--- config.mk ---
export PLATFORM = sky130hd
export DESIGN_NAME = quickq_head
export DESIGN_NICKNAME = d
export VERILOG_FILES = /design/src/rtl/quickq_pkg.sv /design/src/rtl/quickq_shifter.sv /design/src/rtl/quickq_head.sv
export SDC_FILE = /design/constraint.sdc
export NUM_CORES = 1
export LEC_CHECK = 0
export ABC_AREA = 1
export CAP_MARGIN = 20
export CELL_PAD_IN_SITES_DETAIL_PLACEMENT = 1
export CELL_PAD_IN_SITES_GLOBAL_PLACEMENT = 1
export CORE_MARGIN = 5
export CORE_UTILIZATION = 37
export DETAILED_ROUTE_END_ITERATION = 10
export PLACE_DENSITY_LB_ADDON = 0.1
export REMOVE_ABC_BUFFERS = 1
export SLEW_MARGIN = 10
export SYNTH_ARGS = -nofsm -noshare
export SYNTH_HDL_FRONTEND = slang
export SYNTH_SLANG_ARGS = --single-unit
export TNS_END_PERCENT = 100
--- constraint.sdc ---
create_clock -name clk -period 2.3 [get_ports clk]
set_clock_uncertainty 0.1 [all_clocks]
set_input_delay 0.23 -clock clk [delete_from_list [all_inputs] [get_ports clk]]
set_output_delay 0.23 -clock clk [all_outputs]
set_load 0.005 [all_outputs]
--- src/rtl/quickq_pkg.sv ---
// Shared types for the quickQueue head controller and the quickNode chain.
// Holds the controller state encoding, default sizes and the chain command bundle.
package quickq_pkg;

   localparam int KEY_W_DEF = 16;
   localparam int DEPTH_DEF = 16;

   typedef enum logic [2:0] {
      INIT,
      IDLE,
      ENQ,
      DEQ,
      DEQ_TAIL,
      GAP
   } quickq_head_state_t;

   typedef struct packed {
      logic write;
      logic read;
      logic reset;
   } quickq_cmd_t;

endpackage

--- src/rtl/quickq_shifter.sv ---
// Bidirectional KEY_W shift register with beat counter: parallel load + MSB-first
// serial out for enqueue, serial in from node 0 for dequeue.
module quickq_shifter #(
   parameter int KEY_W = 16
) (
   input  logic             clk,
   input  logic             reset_i,
   input  logic             load_i,
   input  logic [KEY_W-1:0] load_data_i,
   input  logic             shift_en_i,
   input  logic             ser_i,
   output logic             ser_o,
   output logic [KEY_W-1:0] shifted_o,
   output logic             last_o
);

   localparam int BEAT_W = (KEY_W > 1) ? $clog2(KEY_W) : 1;

   logic [KEY_W-1:0]  sr_q, sr_d;
   logic [BEAT_W-1:0] beat_q, beat_d;

   assign ser_o     = sr_q[KEY_W-1];
   assign shifted_o = {sr_q[KEY_W-2:0], ser_i};
   assign last_o    = (beat_q == BEAT_W'(KEY_W - 1));

   always_comb begin
      sr_d   = sr_q;
      beat_d = beat_q;
      if (load_i) begin
         sr_d   = load_data_i;
         beat_d = '0;
      end else if (shift_en_i) begin
         sr_d   = shifted_o;
         beat_d = last_o ? '0 : beat_q + BEAT_W'(1);
      end
   end

   always_ff @(posedge clk or posedge reset_i) begin
      if (reset_i) beat_q <= '0;
      else         beat_q <= beat_d;
   end

   // Key bits carry no reset: every use is preceded by a load or a full shift-in.
   always_ff @(posedge clk) begin
      sr_q <= sr_d;
   end

endmodule

--- src/rtl/quickq_head.sv ---
// Head controller for the bit-serial quickNode chain: handshakes, serialisation,
// chain command pulses and occupancy. Optional counters under QUICKQ_HEAD_STATS_EN.
module quickq_head
   import quickq_pkg::*;
#(
   parameter  int KEY_W = KEY_W_DEF,
   parameter  int DEPTH = DEPTH_DEF,
   localparam int CNT_W = $clog2(DEPTH + 1)
) (
   input  logic             clk,
   input  logic             reset_i,
   input  logic             clear_i,
   input  logic             enq_valid_i,
   output logic             enq_ready_o,
   input  logic [KEY_W-1:0] enq_data_i,
   input  logic             deq_valid_i,
   output logic             deq_ready_o,
   output logic [KEY_W-1:0] deq_data_o,
   output logic             deq_done_o,
   output logic             full_o,
   output logic             empty_o,
   output logic [CNT_W-1:0] count_o,
   output logic             node_data_o,
   input  logic             node_data_i,
   output logic             node_write_o,
   output logic             node_read_o,
   output logic             node_reset_o
`ifdef QUICKQ_HEAD_STATS_EN
   ,
   output logic [31:0]      stat_enq_o,
   output logic [31:0]      stat_deq_o,
   output logic [31:0]      stat_drop_o
`endif
);

   quickq_head_state_t state_q, state_d;
   logic [CNT_W-1:0]   count_q, count_d;
   logic [KEY_W-1:0]   deq_data_q, deq_data_d;
   logic               deq_done_q, deq_done_d;
   logic               clr_rst_q, clr_rst_d;
   quickq_cmd_t        cmd;

   logic               full, empty, in_idle;
   logic               enq_fire, deq_fire;
   logic               sh_load, sh_shift, sh_ser, sh_last;
   logic [KEY_W-1:0]   sh_load_data, sh_shifted;

   assign full    = (count_q == CNT_W'(DEPTH));
   assign empty   = (count_q == '0);
   assign in_idle = (state_q == IDLE);

   assign enq_ready_o = in_idle & ~full & ~clear_i;
   assign deq_ready_o = in_idle & ~empty & ~clear_i;
   assign deq_fire    = deq_valid_i & deq_ready_o;
   assign enq_fire    = enq_valid_i & enq_ready_o & ~deq_fire;

   assign sh_load      = enq_fire | deq_fire;
   assign sh_load_data = enq_fire ? enq_data_i : '0;
   assign sh_shift     = (state_q == ENQ) | (state_q == DEQ) | (state_q == DEQ_TAIL);

   quickq_shifter #(
      .KEY_W(KEY_W)
   ) u_shifter (
      .clk        (clk),
      .reset_i    (reset_i),
      .load_i     (sh_load),
      .load_data_i(sh_load_data),
      .shift_en_i (sh_shift),
      .ser_i      (node_data_i),
      .ser_o      (sh_ser),
      .shifted_o  (sh_shifted),
      .last_o     (sh_last)
   );

   // INIT's chain reset is masked while reset_i is held so every command idles at 0.
   always_comb begin
      cmd.write = (state_q == ENQ);
      cmd.read  = (state_q == DEQ);
      cmd.reset = ((state_q == INIT) & ~reset_i) | clr_rst_q;
   end

   assign node_write_o = cmd.write;
   assign node_read_o  = cmd.read;
   assign node_reset_o = cmd.reset;
   assign node_data_o  = cmd.write & sh_ser;

   assign deq_data_o = deq_data_q;
   assign deq_done_o = deq_done_q;
   assign full_o     = full;
   assign empty_o    = empty;
   assign count_o    = count_q;

   always_comb begin
      state_d    = state_q;
      count_d    = count_q;
      deq_data_d = deq_data_q;
      deq_done_d = 1'b0;
      clr_rst_d  = 1'b0;
      if (clear_i) begin
         state_d   = GAP;
         count_d   = '0;
         clr_rst_d = 1'b1;
      end else begin
         unique case (state_q)
            INIT: state_d = IDLE;
            IDLE: begin
               if (deq_fire)      state_d = DEQ;
               else if (enq_fire) state_d = ENQ;
            end
            ENQ: begin
               if (sh_last) begin
                  count_d = count_q + CNT_W'(1);
                  state_d = GAP;
               end
            end
            DEQ: begin
               if (sh_last) state_d = DEQ_TAIL;
            end
            // Last returned bit arrives here, one cycle after the final read beat.
            DEQ_TAIL: begin
               deq_data_d = sh_shifted;
               deq_done_d = 1'b1;
               count_d    = count_q - CNT_W'(1);
               state_d    = GAP;
            end
            GAP:     state_d = IDLE;
            default: state_d = INIT;
         endcase
      end
   end

   always_ff @(posedge clk or posedge reset_i) begin
      if (reset_i) begin
         state_q    <= INIT;
         count_q    <= '0;
         deq_data_q <= '0;
         deq_done_q <= 1'b0;
         clr_rst_q  <= 1'b0;
      end else begin
         state_q    <= state_d;
         count_q    <= count_d;
         deq_data_q <= deq_data_d;
         deq_done_q <= deq_done_d;
         clr_rst_q  <= clr_rst_d;
      end
   end

`ifdef QUICKQ_HEAD_STATS_EN
   logic [31:0] stat_enq_q, stat_enq_d;
   logic [31:0] stat_deq_q, stat_deq_d;
   logic [31:0] stat_drop_q, stat_drop_d;

   always_comb begin
      stat_enq_d  = stat_enq_q;
      stat_deq_d  = stat_deq_q;
      stat_drop_d = stat_drop_q;
      if (clear_i) begin
         stat_enq_d  = '0;
         stat_deq_d  = '0;
         stat_drop_d = '0;
      end else begin
         if ((state_q == ENQ) && sh_last) stat_enq_d  = stat_enq_q + 32'd1;
         if (state_q == DEQ_TAIL)         stat_deq_d  = stat_deq_q + 32'd1;
         if (in_idle && enq_valid_i && full) stat_drop_d = stat_drop_q + 32'd1;
      end
   end

   always_ff @(posedge clk or posedge reset_i) begin
      if (reset_i) begin
         stat_enq_q  <= '0;
         stat_deq_q  <= '0;
         stat_drop_q <= '0;
      end else begin
         stat_enq_q  <= stat_enq_d;
         stat_deq_q  <= stat_deq_d;
         stat_drop_q <= stat_drop_d;
      end
   end

   assign stat_enq_o  = stat_enq_q;
   assign stat_deq_o  = stat_deq_q;
   assign stat_drop_o = stat_drop_q;
`endif

endmodule

# After elaboration in Yosys (flattened, before gate mapping)

Cells that the tools add are included.

Register bits after elaboration: 46
Input port bits: 22
Word-level logic and storage cells: 64

Add/subtract/negate cells: 3
Equal/unequal tests: 10
Muxes and demuxes: 18
Bitwise logic cells: 18
Reductions and logical operators: 8

Operator list:

| operator                                               | number |
|---|---|
| two-way mux 16 bit                                     | 3 |
| two-way mux 3 bit                                      | 5 |
| case mux 3 bit (5 select lines)                        | 1 |
| two-way mux 4 bit                                      | 3 |
| two-way mux 5 bit                                      | 2 |
| case mux 5 bit (2 select lines)                        | 1 |
| bitwise AND 1 bit                                      | 9 |
| == test 3 x 2 -> 1 bit (second input constant)         | 2 |
| == test 3 bit (second input constant)                  | 2 |
| inequality test 3 x 2 -> 1 bit (second input constant) | 2 |
| adder 5 x 1 -> 5 bit (second input constant)           | 1 |
| == test 5 bit (second input constant)                  | 1 |
| logical NOT 5 bit                                      | 1 |
| inverter 1 bit                                         | 5 |
| subtractor 5 x 1 -> 5 bit (second input constant)      | 1 |
| adder 4 x 1 -> 4 bit (second input constant)           | 1 |
| == test 4 bit (second input constant)                  | 1 |
| inequality test 4 x 2 -> 1 bit (second input constant) | 1 |
| bitwise OR 1 bit                                       | 4 |
| AND reduction 2 bit                                    | 2 |
| == test 3 x 1 -> 1 bit (second input constant)         | 1 |
| logical NOT 3 bit                                      | 1 |
| two-way mux 1 bit                                      | 3 |
| AND reduction 3 bit                                    | 1 |
| 3 further kinds                                        | 3 |

# Logic depth before layout (Yosys ltp)

Gate-level depths: netlist of the first run.

Depth after elaboration: 11
Mapped depth: 11

# Cells and area by module

Synthesis of the first run repeated with hierarchy kept, for this count alone.

Cell total of the unflattened synthesis: 261
Area total of the unflattened synthesis: 2416.1 um2

Modules (own cells, without submodules):

| module         | instances | cells an instance | area an instance (um2) | sequential area each (um2) |
|---|---|---|---|---|
| quickq_head    | 1         | 197               | 1457.6                 | 650.6 |
| quickq_shifter | 1         | 64                | 958.4                  | 580.6 |

# Worst setup path before layout of the first run

Ideal clock, no wire load.

Path type: reg2reg
Start: register state_q[2]
End: register u_shifter.sr_q[0], enable pin
Setup time: 0.364 ns
Arrival time: 1.403 ns
Required time: 1.836 ns
Path slack: 0.434 ns
Cell stages (with the launch flop): 8
Period minus slack after synthesis: 1.866 ns
Path through: dfrtp_1 -> inv_2 -> nand3_2 -> nor2_4 -> nand3_4 -> nand2_4 -> nor2_2 -> inv_1

Longest elaborated chain between the ends: 8
Elaborated cells on any way between the ends: 16

Ends and longest elaborated chain:

| what                            | line                 | text |
|---|---|---|
| from (decl)                     | quickq_head.sv:36    | `quickq_head_state_t state_q, state_d;` |
| from (signal assigned)          | quickq_head.sv:140   | `state_q <= state_d;` |
| == test 3 x 1 -> 1 bit          | quickq_head.sv:50    | `assign in_idle = (state_q == IDLE);` |
| bitwise AND 1 bit (2 in series) | quickq_head.sv:53    | `assign deq_ready_o = in_idle & ~empty & ~clear_i;` |
| bitwise AND 1 bit               | quickq_head.sv:54    | `assign deq_fire = deq_valid_i & deq_ready_o;` |
| inverter 1 bit                  | quickq_head.sv:55    | `assign enq_fire = enq_valid_i & enq_ready_o & ~deq_fire;` |
| bitwise AND 1 bit               | quickq_head.sv:55    |  |
| bitwise OR 1 bit                | quickq_head.sv:57    | `assign sh_load = enq_fire \| deq_fire;` |
| nonzero test 2 bit (no line) *  | n/a                  |  |
| to (signal assigned)            | quickq_shifter.sv:45 | `sr_q <= sr_d;` |
| to (decl)                       | quickq_shifter.sv:19 | `logic [KEY_W-1:0] sr_q, sr_d;` |

Mark *: on every way between the ends. The rest lies on a longest branch, timed or not.
A chain may end at the register's enable or synchronous reset.

# Final worst setup path of the first run

Start: register state_q[2]
End: output port enq_ready_o

Longest elaborated chain between the ends: 3

Ends and longest elaborated chain:

| what                            | line              | text |
|---|---|---|
| == test 3 x 1 -> 1 bit          | quickq_head.sv:50 |  |
| bitwise AND 1 bit (2 in series) | quickq_head.sv:52 | `assign enq_ready_o = in_idle & ~full & ~clear_i;` |
| to (decl)                       | quickq_head.sv:14 | `output logic enq_ready_o,` |

Every way passes these cells.

==> results of run 1 <==
==> registers in the layout, summed over array words and instances (netlist names) <==
register	count
count_o	5
deq_done_o	1
deq_data_o	16
u_shifter.beat_q	4
state_q	3
u_shifter.sr_q	16
clr_rst_q	1
==> worst paths after layout <==
check | slack [ps] | to | from | depth (start not counted)
worst max-delay path | 200 | enq_ready_o | state_q[2] | 6
worst min-delay path | 310 | deq_data_o[10] | reset_i | 3
worst max register to register | 410 | count_o[4] | state_q[0] | 11
worst min register to register | 380 | deq_data_o[14] | deq_data_o[14] | 2
max in group asynchronous | 1480 | deq_data_o[7] | reset_i | 3
min in group clk | 380 | deq_data_o[14] | deq_data_o[14] | 2
==> stage by stage <==
step,hold WS (ps),power [mW],setup WS [ps]
after floorplan,161.4,2.323,264.9
after global placement,357.2,3.016,408.1
after detailed placement,362.0,3.078,320.1
after CTS,354.0,3.686,176.3
after global routing,390.2,3.925,67.56
final,306.9,3.629,197.2
==> cells in the mapped netlist, drive strengths merged <==
cell and n:
nor2 14, o21ai 35, nand2 56, edfxtp 16
a41o 1, ha 4, buf 6, xor2 1
nand3b 1, clkinv 1, a21oi 2, xnor2 2
dfrtp 30, fa 1, nand3 34, or2 1
inv 35
==> per-layer routing <==
layer  vias to the layer above  global-route usage [%]  share of wire (%)
li1                        900                       -                  -
met1                       851                   21.61                 47
met2                        31                   24.04                 47
met3                         6                   3.951                4.8
met4                         0                   4.121                1.1
met5                         -                       0                  0
==> where the power goes <==
group / switching [mW] / internal [mW]
Combinational: 0.809 / 0.713
Sequential: 0.193 / 1.31
Clock: 0.286 / 0.320
==> critical path, cell delays in order, from the launching register on <==
cell and delay (ps):
dfrtp_1 460, inv_2 90, nand3_2 90, nor2_4 170
inv_1 70, nor2_1 80, clkdlybuf4s50_1 500
==> area by class of cell <==
type                       count  area (µm²)
fill                         712        2950
sequential                    46        1231
inverter                      36       136.4
clock inverter                 3       40.04
tap                           75       93.84
timing repair buffer          58       563.0
clock buffer                   5       68.82
multi-input combinational    152       837.1
==> kinds of logic (layout without fill, tap and decap cells) <==
family                   Yosys count  after routing  synth area share [%]
XOR/XNOR                           3              3                 1.166
buffers and inverters             42            102                 8.217
AND/OR/NAND/NOR                  106            106                 22.71
adder cells (fa/ha/maj)            5              5                 3.110
flip-flops                        46             46                 54.64
AO/OA/AOI/OAI                     38             38                 10.16
==> impl_metrics.env, run 1 <==
export IMPL_grt_pass1_wl_um=9190
export IMPL_grt_ovfl_total=0
export IMPL_grt_max_degree=31
export IMPL_post_cts_resized=0
export IMPL_period_share_pct=91.43
export IMPL_clockRootBuffer="clkbuf_8"
export IMPL_worstSetupEndpointType="output port"
export IMPL_cts_buffer_depth=2
export IMPL_final_cell_area_mm2=0.002970
export IMPL_cts_tree="yes"
export IMPL_status="completed"
export IMPL_die_area_mm2=0.007751
export IMPL_max_cap_viol_count=0
export IMPL_vias=1788
export IMPL_yosys_area_top_type="dfrtp_1"
export IMPL_setup_violations=0
export IMPL_n_antenna_cell=0
export IMPL_die_w_um=88.04
export IMPL_crit_path_start_kind="flip-flop"
export IMPL_drc_errors=0
export IMPL_tns_ps=0
export IMPL_cts_hold_buf=0
export IMPL_cp_max_fo=5
export IMPL_die_h_um=88.04
export IMPL_synth_top_cell_area_share_pct=33.31
export IMPL_core_mm2=0.005921
export IMPL_peakVddDrop_uv=744.6
export IMPL_instances_no_fill=375
export IMPL_vias_per_cell=4.768
export IMPL_ant_nets=0
export IMPL_period_minus_slack_ps=2103
export IMPL_synth_cells=240
export IMPL_routabilityCongestion=0.7528
export IMPL_synthTopCellsByArea="dfrtp_1, edfxtp_1, nand2_1"
export IMPL_drive_gt1_share_pct=12.00
export IMPL_post_cts_buffers=0
export IMPL_synth_cell_types=29
export IMPL_rsz0062_at_grt="no"
export IMPL_syn_area_mm2=0.002253
export IMPL_clkLatencyLatePin_ps=300
export IMPL_p_leak_nw=1.348
export IMPL_worstHoldPathType="input pin to asynchronous set/reset pin"
export IMPL_worst_pin_slew_ps=398.3
export IMPL_drtIter0Drc=110
export IMPL_htreeDepth=2
export IMPL_area_delta_synth_final_pct=31.82
export IMPL_routed_wl_um=5462
export IMPL_grtUsageTotal_pct=15.47
export IMPL_layout_commonest_cell="nand2_1"
export IMPL_maxSlewHeadroom_pct=73.27
export IMPL_hold_viol_final=0
export IMPL_avgRoutedWirePerCell_um=14.57
export IMPL_row_count=28
export IMPL_seq_area_frac_synth_pct=54.64
export IMPL_cts_sinks=46
export IMPL_cp_data_required_time_ps=1970
export IMPL_antenna_found_initial=0
export IMPL_placedInstanceArea_mm2=0.002861
export IMPL_port_buffers=51
export IMPL_ys_ff_latch=46
export IMPL_mostFrequentLayoutCells="nand2_1, clkdlybuf4s50_1, inv_1"
export IMPL_crit_type="flip-flop to output port"
export IMPL_placed_cells=367
export IMPL_cp_arrival_ps=1770
export IMPL_maxSlewViolCount=0
export IMPL_start_util_pct=38.06
export IMPL_grt_pass1_vias=1846
export IMPL_dp_hpwl_um=4071
export IMPL_avgSynthCellArea_um2=9.389
export IMPL_clkSlewWorstSetupHoldPaths_ps=90
export IMPL_fmax_mhz=475.5
export IMPL_fin_util_pct=50.17
export IMPL_finalNetCount=326
export IMPL_synth_warnings=0
export IMPL_pin_count=52
export IMPL_cts_buffers=5
export IMPL_firstDrtPassIters=6
export IMPL_p_per_area_mw_per_mm2=1222
Note: power is estimated with default switching activity, not from simulation.
==> run 2: changes to the inputs <==
Settings changed: ABC_AREA 1 to unset, CORE_UTILIZATION 37 to 39.
==> run 2 against run 1 <==
  * Final cell count shrank 20%
  * Core utilization grew 6.4 points
  * Sequential share of layout area grew 0.66 points
  * Cell area shrank 1.6%
  * Synthesized cell count shrank 32%
==> impl_metrics.env, run 2 <==
export IMPL_cts_sinks=46
export IMPL_yosysMostFrequentCell="dfrtp_1"
export IMPL_grtUsageTotal_pct=15.67
export IMPL_hold_worst_slack_ps=262.8
export IMPL_clockRootBuffer="clkbuf_8"
export IMPL_p_leak_nw=1.228
export IMPL_synth_warnings=0
export IMPL_n_antenna_cell=0
export IMPL_cts_tree="yes"
export IMPL_placed_cells=289
export IMPL_final_cell_area_mm2=0.002924
export IMPL_ys_flop_type="dfrtp_1"
export IMPL_cts_buffers=5
export IMPL_worstSetupEndpointType="output port"
export IMPL_avgRoutedWirePerCell_um=17.05
export IMPL_row_count=26
export IMPL_fmax_mhz=444.4
export IMPL_routed_wl_um=5116
export IMPL_routabilityCongestion=0.7535
export IMPL_timing_rr_end="u_shifter.sr_q[14]"
export IMPL_synth_async_reset_ratio_pct=65.22
export IMPL_cp_data_required_time_ps=1970
export IMPL_rr_startpoint="state_q[1]"
export IMPL_core_mm2=0.005172
export IMPL_die_area_mm2=0.006972
export IMPL_crit_type="flip-flop to output port"
export IMPL_worst_pin_slew_ps=539.2
export IMPL_vias_per_cell=5.040
export IMPL_start_util_pct=40.74
export IMPL_cp_arrival_ps=1920
export IMPL_antenna_found_initial=0
export IMPL_drive_gt1_share_pct=20.00
export IMPL_drtIter0Drc=38
export IMPL_synthTopCellsByArea="dfrtp_1, edfxtp_1, mux2_2"
export IMPL_max_cap_viol_count=0
export IMPL_grt_ovfl_total=0
export IMPL_peakVddDrop_uv=502.9
export IMPL_area_delta_synth_final_pct=38.78
export IMPL_synth_top_cell_area_share_pct=35.63
export IMPL_finalNetCount=256
export IMPL_setup_violations=0
export IMPL_rr_worst_depth=5
export IMPL_period_share_pct=97.84
export IMPL_grt_pass1_wl_um=8811
export IMPL_instances_no_fill=300
export IMPL_htreeDepth=2
export IMPL_maxSlewHeadroom_pct=64.06
export IMPL_cts_buffer_depth=2
export IMPL_clkLatencyLatePin_ps=290
export IMPL_grt_max_degree=31
export IMPL_port_buffers=51
export IMPL_maxSlewViolCount=0
export IMPL_status="completed"
export IMPL_total_power_mw=2.472
export IMPL_cp_max_fo=6
export IMPL_fin_util_pct=56.53
export IMPL_dp_hpwl_um=3830
export IMPL_avgSynthCellArea_um2=12.85
export IMPL_worstHoldPathType="input pin to asynchronous set/reset pin"
export IMPL_synth_cell_types=35
export IMPL_die_h_um=83.50
export IMPL_synth_edf_count=16
export IMPL_fillers=522
export IMPL_hold_viol_final=0
export IMPL_ys_ff_latch=46
export IMPL_pin_count=52
export IMPL_grt_pass1_vias=1730
export IMPL_syn_area_mm2=0.002107
export IMPL_reg2reg_slack_ps=100
export IMPL_period_minus_slack_ps=2250
export IMPL_vias=1512
export IMPL_yosys_area_top_type="dfrtp_1"
export IMPL_p_per_area_mw_per_mm2=845.3
export IMPL_mostFrequentLayoutCells="clkdlybuf4s50_1, dfrtp_1, mux2_2"
export IMPL_ant_nets=0
export IMPL_placedInstanceArea_mm2=0.002765
export IMPL_firstDrtPassIters=4
export IMPL_clkSlewWorstSetupHoldPaths_ps=80
export IMPL_synth_cells=164
export IMPL_synthTopCellsByCount="dfrtp_1, mux2_2, a22o_1, edfxtp_1, nor2_1"
export IMPL_crit_path_start_kind="flip-flop"
export IMPL_layout_commonest_cell="clkdlybuf4s50_1"
export IMPL_seq_area_frac_synth_pct=58.43
export IMPL_drc_errors=0
export IMPL_die_w_um=83.50
run 2: changes by cell type after synthesis, moves of 7 or more:
cell	change
a22o_1	+16
inv_1	-26
mux2_2	+17
nand2_1	-47
nand3_1	-28
o21ai_0	-14
o21ai_1	-7
o21ai_2	-9
run 2: how the worst max path moves through the flow:
stage | start | to | depth (start not counted) | slack [ps]
2_1_floorplan | count_o[1] | u_shifter.sr_q[0] | 4 | -190
3_3_place_gp | clear_i | u_shifter.sr_q[15] | 5 | 40
3_5_place_dp | clear_i | u_shifter.sr_q[14] | 5 | 20
4_1_cts | count_o[0] | empty_o | 3 | 0.5
5_1_grt | count_o[1] | empty_o | 3 | -2
6_report | count_o[1] | empty_o | 3 | 50
run 2: logic make-up (layout without fill, tap and decap cells):
group	after synthesis	in the layout	synth area share, %
flops	46	46	58.43
simple gates	38	38	9.442
compound gates	37	37	13.18
mux	19	19	10.04
buf+inv	14	80	3.504
fa+ha+maj	5	5	3.326
xor+xnor	5	5	2.078
run 2: final cells by class:
class / instances / area [µm²] / share of cell area, %
Inverter: 7 / 26.28 / 0.8986
Clock inverter: 1 / 30.03 / 1.027
Timing Repair Buffer: 65 / 640.6 / 21.91
Tap cell: 70 / 87.58 / 2.995
Multi-Input combinational cell: 104 / 832.0 / 28.46
Clock buffer: 7 / 76.32 / 2.610
Sequential cell: 46 / 1231 / 42.11
run 2: metal layers:
metal | vias up | share of wire (%) | track usage (%)
li1 | 722 | - | -
met1 | 753 | 40 | 17.85
met2 | 33 | 55 | 29.08
met3 | 4 | 4.2 | 4.047
met4 | 0 | 0.70 | 3.947
met5 | - | 0 | 0
run 2: per-stage QoR:
stage	setup TNS, ps	setup slack, ps
2_1_floorplan	-2960	-185.0
3_3_place_gp	0	41.71
3_5_place_dp	0	20.43
4_1_cts	0	0.4701
5_1_grt	-2.297	-2.297
6_report	0	49.74
run 2: power by group:
| group | switching [mW] | internal, mW |
|---|---|---|
| logic | 0.236 | 0.477 |
| clock network | 0.255 | 0.325 |
| registers | 0.122 | 1.06 |
run 2: what timing repair did:
item | CTS | global route
resized for setup | 6 | 5
pin swaps | 1 | 1
endpoints found under the hold margin | 0 | 0
hold buffers | 0 | 0
buffers inserted | 0 | 3
endpoints found under the setup margin | 5 | 4
run 2: critical path: stages (launching register included):
cell and delay, ps:
dfrtp_1 410, or4_4 600, nor2_4 120, clkdlybuf4s50_1 500
